$ cat config.mk
export PLATFORM = sky130hd
export DESIGN_NAME = wb_arbiter2
export DESIGN_NICKNAME = d
export VERILOG_FILES = /design/src/rtl/wb_arbiter2.sv
export SDC_FILE = /design/constraint.sdc
export NUM_CORES = 1
export LEC_CHECK = 0
export ABC_AREA = 0
export CORE_AREA = 2 2 122 124
export CTS_BUF_LIST = sky130_fd_sc_hd__clkbuf_8
export CTS_CLUSTER_DIAMETER = 50
export CTS_CLUSTER_SIZE = 10
export DETAILED_ROUTE_END_ITERATION = 8
export DIE_AREA = 0 0 124 126
export MAX_ROUTING_LAYER = met4
export SYNTH_ARGS = -nofsm -noshare
export SYNTH_HDL_FRONTEND = slang
export SYNTH_SLANG_ARGS = --single-unit
$ cat constraint.sdc
create_clock -name CLK_I -period 3.35 [get_ports CLK_I]
set_input_delay 0.67 -clock CLK_I [delete_from_list [all_inputs] [get_ports CLK_I]]
set_output_delay 0.67 -clock CLK_I [all_outputs]
set_load 0.005 [all_outputs]
$ cat src/rtl/wb_arbiter2.sv
// wb_arbiter2 - two-master / one-slave classic Wishbone arbiter.
// Master 0 is the midgetv core, master 1 a loader/DMA/debug master.
// The grant is registered and held for the whole CYC burst of the owner.
// Optional watchdog: define WB_ARB_TIMEOUT_EN to add a stall counter with
// per-master ERR pulses and a sticky tmo_flag output.
module wb_arbiter2 #(
   parameter int ADRWIDTH               = 32,
   parameter int PRIORITY_MODE          = 0,
   parameter int DAT_ZERO_WHEN_INACTIVE = 1,
   parameter int TIMEOUT_CYCLES         = 255
) (
   input  logic                CLK_I,
   input  logic                RST_I,
   input  logic                m0_CYC_I,
   input  logic                m0_STB_I,
   input  logic                m0_WE_I,
   input  logic [3:0]          m0_SEL_I,
   input  logic [ADRWIDTH-1:0] m0_ADR_I,
   input  logic [31:0]         m0_DAT_I,
   output logic [31:0]         m0_DAT_O,
   output logic                m0_ACK_O,
   input  logic                m1_CYC_I,
   input  logic                m1_STB_I,
   input  logic                m1_WE_I,
   input  logic [3:0]          m1_SEL_I,
   input  logic [ADRWIDTH-1:0] m1_ADR_I,
   input  logic [31:0]         m1_DAT_I,
   output logic [31:0]         m1_DAT_O,
   output logic                m1_ACK_O,
   output logic                CYC_O,
   output logic                STB_O,
   output logic                WE_O,
   output logic [3:0]          SEL_O,
   output logic [ADRWIDTH-1:0] ADR_O,
   output logic [31:0]         DAT_O,
   input  logic [31:0]         DAT_I,
   input  logic                ACK_I,
   output logic [1:0]          gnt
`ifdef WB_ARB_TIMEOUT_EN
   ,
   output logic                m0_ERR_O,
   output logic                m1_ERR_O,
   output logic                tmo_flag
`endif
);

   typedef enum logic [1:0] {
      ST_IDLE = 2'd0,
      ST_G0   = 2'd1,
      ST_G1   = 2'd2
   } state_t;

   // Last counter value before the watchdog fires (counter counts completed stall cycles).
   localparam logic [15:0] TMO_LAST = 16'(TIMEOUT_CYCLES - 1);

   state_t r_state;
   state_t w_state_next;
   logic   r_last_gnt;     // 0 = m0 was granted last, 1 = m1
   logic   w_g0;
   logic   w_g1;
   logic   w_stb_mux;      // granted master's strobe before watchdog masking
   logic   w_tmo_hit;

   // Outputs are all forced quiet while reset is held, so an ACK in the reset cycle is dropped.
   assign w_g0 = RST_I && (r_state == ST_G0);
   assign w_g1 = RST_I && (r_state == ST_G1);
   assign gnt  = {w_g1, w_g0};

   // State and round-robin history register; last_gnt is updated on every entry into a grant.
   always_ff @(posedge CLK_I) begin
      if (!RST_I) begin
         r_state    <= ST_IDLE;
         r_last_gnt <= 1'b1;
      end else begin
         r_state <= w_state_next;
         if (w_state_next == ST_G0 && r_state != ST_G0) begin
            r_last_gnt <= 1'b0;
         end else if (w_state_next == ST_G1 && r_state != ST_G1) begin
            r_last_gnt <= 1'b1;
         end
      end
   end

   // Next-state: hold the grant while the owner keeps CYC, hand over directly when it drops.
   always_comb begin
      w_state_next = r_state;
      case (r_state)
         ST_IDLE: begin
            if (m0_CYC_I && m1_CYC_I) begin
               if (PRIORITY_MODE == 0) begin
                  w_state_next = ST_G0;
               end else begin
                  w_state_next = r_last_gnt ? ST_G0 : ST_G1;
               end
            end else if (m0_CYC_I) begin
               w_state_next = ST_G0;
            end else if (m1_CYC_I) begin
               w_state_next = ST_G1;
            end
         end
         ST_G0: begin
            if (!m0_CYC_I) begin
               w_state_next = m1_CYC_I ? ST_G1 : ST_IDLE;
            end
         end
         ST_G1: begin
            if (!m1_CYC_I) begin
               w_state_next = m0_CYC_I ? ST_G0 : ST_IDLE;
            end
         end
         default: w_state_next = ST_IDLE;
      endcase
   end

   // Slave-side mux: the granted master drives the slave; idle drives all zeros.
   always_comb begin
      CYC_O     = 1'b0;
      w_stb_mux = 1'b0;
      WE_O      = 1'b0;
      SEL_O     = '0;
      ADR_O     = '0;
      DAT_O     = '0;
      if (w_g0) begin
         CYC_O     = m0_CYC_I;
         w_stb_mux = m0_STB_I;
         WE_O      = m0_WE_I;
         SEL_O     = m0_SEL_I;
         ADR_O     = m0_ADR_I;
         DAT_O     = m0_DAT_I;
      end else if (w_g1) begin
         CYC_O     = m1_CYC_I;
         w_stb_mux = m1_STB_I;
         WE_O      = m1_WE_I;
         SEL_O     = m1_SEL_I;
         ADR_O     = m1_ADR_I;
         DAT_O     = m1_DAT_I;
      end
   end

   assign STB_O    = w_stb_mux && !w_tmo_hit;
   assign m0_ACK_O = ACK_I && w_g0;
   assign m1_ACK_O = ACK_I && w_g1;

   generate
      if (DAT_ZERO_WHEN_INACTIVE != 0) begin : g_dat_zero
         assign m0_DAT_O = (w_g0 && ACK_I) ? DAT_I : 32'd0;
         assign m1_DAT_O = (w_g1 && ACK_I) ? DAT_I : 32'd0;
      end else begin : g_dat_bcast
         assign m0_DAT_O = RST_I ? DAT_I : 32'd0;
         assign m1_DAT_O = RST_I ? DAT_I : 32'd0;
      end
   endgenerate

`ifdef WB_ARB_TIMEOUT_EN
   logic [15:0] r_tmo_cnt;
   logic        r_tmo_flag;

   assign w_tmo_hit = w_stb_mux && !ACK_I && (r_tmo_cnt == TMO_LAST);
   assign m0_ERR_O  = w_tmo_hit && w_g0;
   assign m1_ERR_O  = w_tmo_hit && w_g1;
   assign tmo_flag  = r_tmo_flag;

   // Watchdog: count stalled strobe cycles, restart on ACK, on grant change and after firing.
   always_ff @(posedge CLK_I) begin
      if (!RST_I) begin
         r_tmo_cnt  <= '0;
         r_tmo_flag <= 1'b0;
      end else begin
         if (r_state == ST_IDLE || w_state_next != r_state || ACK_I || w_tmo_hit) begin
            r_tmo_cnt <= '0;
         end else if (w_stb_mux) begin
            r_tmo_cnt <= r_tmo_cnt + 16'd1;
         end
         if (w_tmo_hit) begin
            r_tmo_flag <= 1'b1;
         end
      end
   end
`else
   logic w_unused_tmo;
   assign w_tmo_hit    = 1'b0;
   assign w_unused_tmo = ^TMO_LAST;
`endif

endmodule

Yosys cells after proc, flatten, opt, wreduce, memory -nomap -nowiden
Cells that the tools add are included.

Register bits: 2. Input port bits: 177. Output and inout port bits: 139. Word-level logic and storage cells: 35.

Equality and inequality tests: 5. Muxes and demuxes: 22. Reductions and logical operators: 7.

Operators with widths (number): 2-to-1 mux 32 bit (6); 2-to-1 mux 2 bit (6); 2-to-1 mux 4 bit (2); 2-to-1 mux 1 bit (7); one-hot mux 2 bit (3 select lines) (1); logical AND 1 bit (5); inequality test 2 bit (second input constant) (2); inequality test 4 bit (second input constant) (1); AND reduction 3 bit (1); == test 2 x 1 -> 1 bit (second input constant) (1); == test 2 bit (second input constant) (1); logical NOT 2 bit (1).

Logic depth before layout (Yosys ltp)
Depth after elaboration: 4. Gate-level depth with buffers: 6. Gate-level depth less buffers: 2.

Worst setup path before layout
Ideal clock, no wire load.

Path type: input-to-output. Start point: input RST_I. End point: output ADR_O[0]. Arrival time: 1384 ps. Data required time: 2680 ps. Setup slack: 1296 ps. Stages on the path: 5. Path buffers: 3. Cell sequence: buf_4 buf_4 clkbuf_1 nand2_1 o22ai_2.

Word-level cells in the longest chain between the ends: 3. Elaborated cells between the ends (all ways): 4. Those cells by class: 2 x mux; 2 x reduce/logical.

Ends and longest elaborated chain: from (decl) (RTL line 13) `input logic RST_I,`; logical AND 1 bit (RTL line 66) `assign w_g1 = RST_I && (r_state == ST_G1);`; 2-to-1 mux 32 bit (RTL line 130) `end else if (w_g1) begin`; 2-to-1 mux 32 bit (*) (RTL line 123) `if (w_g0) begin`; to (decl) (RTL line 34) `output logic [ADRWIDTH-1:0] ADR_O,`.

Mark *: on every way between the ends. The rest lies on a longest branch, timed or not.

Worst setup path in the final report
Start point: input ACK_I. End point: output m0_DAT_O[17].

Word-level cells in the longest chain between the ends: 2.

Ends and longest elaborated chain: from (decl) (RTL line 37) `input logic ACK_I,`; logical AND 1 bit (RTL line 146) `assign m0_DAT_O = (w_g0 && ACK_I) ? DAT_I : 32'd0;`; 2-to-1 mux 32 bit (RTL line 146); to (decl) (RTL line 20) `output logic [31:0] m0_DAT_O,`.

No other way between the ends.

==> impl_results.md <==
* Status: finished, final reports clean
* Top Registers: r_state (2)
* Max_cap viols at 0
* Die extent in y at approximately 130 µm
* Startpoint types: input port
* Overflow after GRT at 0
* Setup slack after layout at 0.328 ns
* WL per Instance at ~14 µm
* Syn-to-layout area delta at 167%
* DR iter-0 viols at 187
* Gr usage total at 13.4%
* DR vias/cell at 4.31
* CTS tree: built
* Max reg flops at 2
* Sw power at ~0.21 mW
* Hold slack at 0.590 ns
* GR peak layer: met2
* Synthesized netlist cell count at about 370
* Die width at about 120 µm
* Power density over the cells at about 120 nW/µm²
* Static Leak at between 1.5 and 2 nW
* WP data arrival at 2.35 ns
* Placed cell areas at a little over 5000 µm²
* Final setup vio count at 0
* Initial Util at between 10 and 15%
* I/O Buffers at 315
* Internal power at roughly 0.42 mW
* CTS Root Cell: clkbuf_8
* Via count at approximately 3600
* Clock skew at between 0.0004 and 0.0005 ns
* Logic pwr share at 80.4%
* Synth unique cells at 18
* H-tree depth at 1
* Final hold violations at 0
* Flop pwr share at between 4 and 5%
* Final Non-Filler Cells at 833
* CTS Buf Count at 3
* Avg Cell Area, Syn at between 5 and 6 µm²
* Most flop-heavy register: r_state
* Remaining antenna violation count at 0
* Post_cts resized at 0
* Required @ worst endpoint at roughly 2.7 ns
* Hold buffer count at CTS at 0
* Core area at around 14000 µm²
* Layout cells sized above 1 at 6.64%
* RSZ-0062 raised after global routing: false
* Tcrit/Tclk final at approximately nine tenths
* Sw frac at roughly a third
* Routability Congestion at between 0.9 and 1
* Sequential area share after synthesis at 2.05%
* Reg clk slew, reported paths at 0.03 ns
* # rows at 44
* Dpl cells at a little over 800
* Power share of the clock group at ~15%
* Crit Path Class: input port to output port
* Grt met1 use at between 10% and 20%
* CP endpoint kind: output port
* Dpl hpwl at a little over 9000 µm
* Filler cells at 1486
* Max VDD drop at roughly 0.077 mV
* CTS sink cnt at 2
* Max Slew Vio Count at 0
* Seq cells post-synth at 2
* First-pass GRT wire length at roughly 17000 µm
* Crit path max fanout at 28
* Residual DRC at 0
* I/O Pins at between 300 and 400
* NumNets Final at roughly 830
* Slew Limit Headroom at between 70% and 80%
* Hold crit path type: register to register
* Drt total wl at between 10000 and 15000 µm
* Post-place setup slack at roughly 0.33 ns
* Worst slew pin tran at about 0.42 ns
* Post-CTS setup buffer count at 0
* Largest net degree at the start of global routing at 100
* Skew-Pair Late Insertion Delay at 0.21 ns
* Synth Cell Area at 1950 µm²
* Max Freq at between 0.3 and 0.4 GHz
* GR met3 Demand/Resource at 2.08%
* Utilization after layout at about 36%
* Vias in the first global route at approximately 3400
* Synth warn at 0
* Die area at roughly 16000 µm²
* Synth Net Count at 550
* Post-route cell area at between 5000 and 6000 µm²
* Total Power at 0.632 mW
* M2 GR Usage at 25.1%
* Clock Path Buffers at 2
* Total negative setup slack at 0 ns
* DR pass1 iterations at 6
* Antenna violations before repair at 1
* Post-route minimum period at 3.02 ns
[layout by cell type (no fill, tap or decap), drive strengths merged]
| cell type | netlist | routed |
|---|---|---|
| and3 | 1 | 1 |
| nor2 | 68 | 68 |
| nand3 | 32 | 32 |
| clkbuf | 11 | 3 |
| clkdlybuf4s50 | 0 | 314 |
| nor2b | 1 | 1 |
| a211oi | 1 | 1 |
| nand2b | 2 | 2 |
| nand4b | 1 | 1 |
| o22ai | 70 | 70 |
| nand2 | 142 | 142 |
| inv | 1 | 1 |
| o21ai | 2 | 2 |
| diode | 0 | 1 |
| buf | 39 | 8 |
| dfxtp | 2 | 2 |
[power groups by stage]
stage | clock, mW | sequential [mW] | combinational [mW]
6_report | 0.0964 | 0.0277 | 0.508
4_1_cts | 0.100 | 0.0277 | 0.511
2_1_floorplan | 0 | 0.0267 | 0.188
3_5_place_dp | 0 | 0.0279 | 0.509
3_3_place_gp | 0 | 0.0277 | 0.502
5_1_grt | 0.0999 | 0.0280 | 0.547
[logic make-up (layout without fill, tap and decap cells)]
kind of cell    Yosys count  after routing  synth area share (%)
compound gates           73             73                  32.9
other cells               0              1                     0
buf+inv                  51            326                  14.7
flops                     2              2                  2.05
simple gates            247            247                  50.3
[final timing paths]
path / to / startpoint / slack (ns) / depth (start not counted)
worst min-delay path: r_state[1] / r_state[0] / 0.59 / 1
worst max-delay path: m0_DAT_O[17] / ACK_I / 0.33 / 5
worst min register to register: r_state[1] / r_state[0] / 0.59 / 1
worst max register to register: r_state[0] / r_state[1] / 2.48 / 2
[cells in the mapped netlist (all sizes together)]
library cell	number	area, µm²
o22ai	70	626
nor2	68	255
buf	39	241
nand2	142	533
clkbuf	11	42.5
nand3	32	160
a211oi	1	7.51
nand4b	1	8.76
nand2b	2	12.5
o21ai	2	10.0
and3	1	6.26
dfxtp	2	40.0
nor2b	1	6.26
inv	1	3.75
[layout make-up]
cell class                      instances  area, µm²  share of cell area [%]
Antenna cell                            1       2.50                  0.0479
Multi-Input combinational cell        320       1640                    31.4
Timing Repair Buffer                  322       3270                    62.5
Sequential cell                         2       40.0                   0.766
Clock buffer                            3       41.3                   0.790
Tap cell                              184        230                    4.41
Inverter                                1       3.75                  0.0719
[critical path, stage by stage]
cell and delay (ns):
clkdlybuf4s50_1 0.61, buf_12 0.21, nand3_1 0.13, nor2_1 0.17
clkdlybuf4s50_1 0.53
[per-layer routing]
layer | vias up | part of all wire (%)
met1 | 1585 | 38
met4 | 0 | 1.6
met2 | 188 | 51
met5 | - | 0
li1 | 1802 | -
met3 | 14 | 9.5
Power figures use the tool's default switching activity.
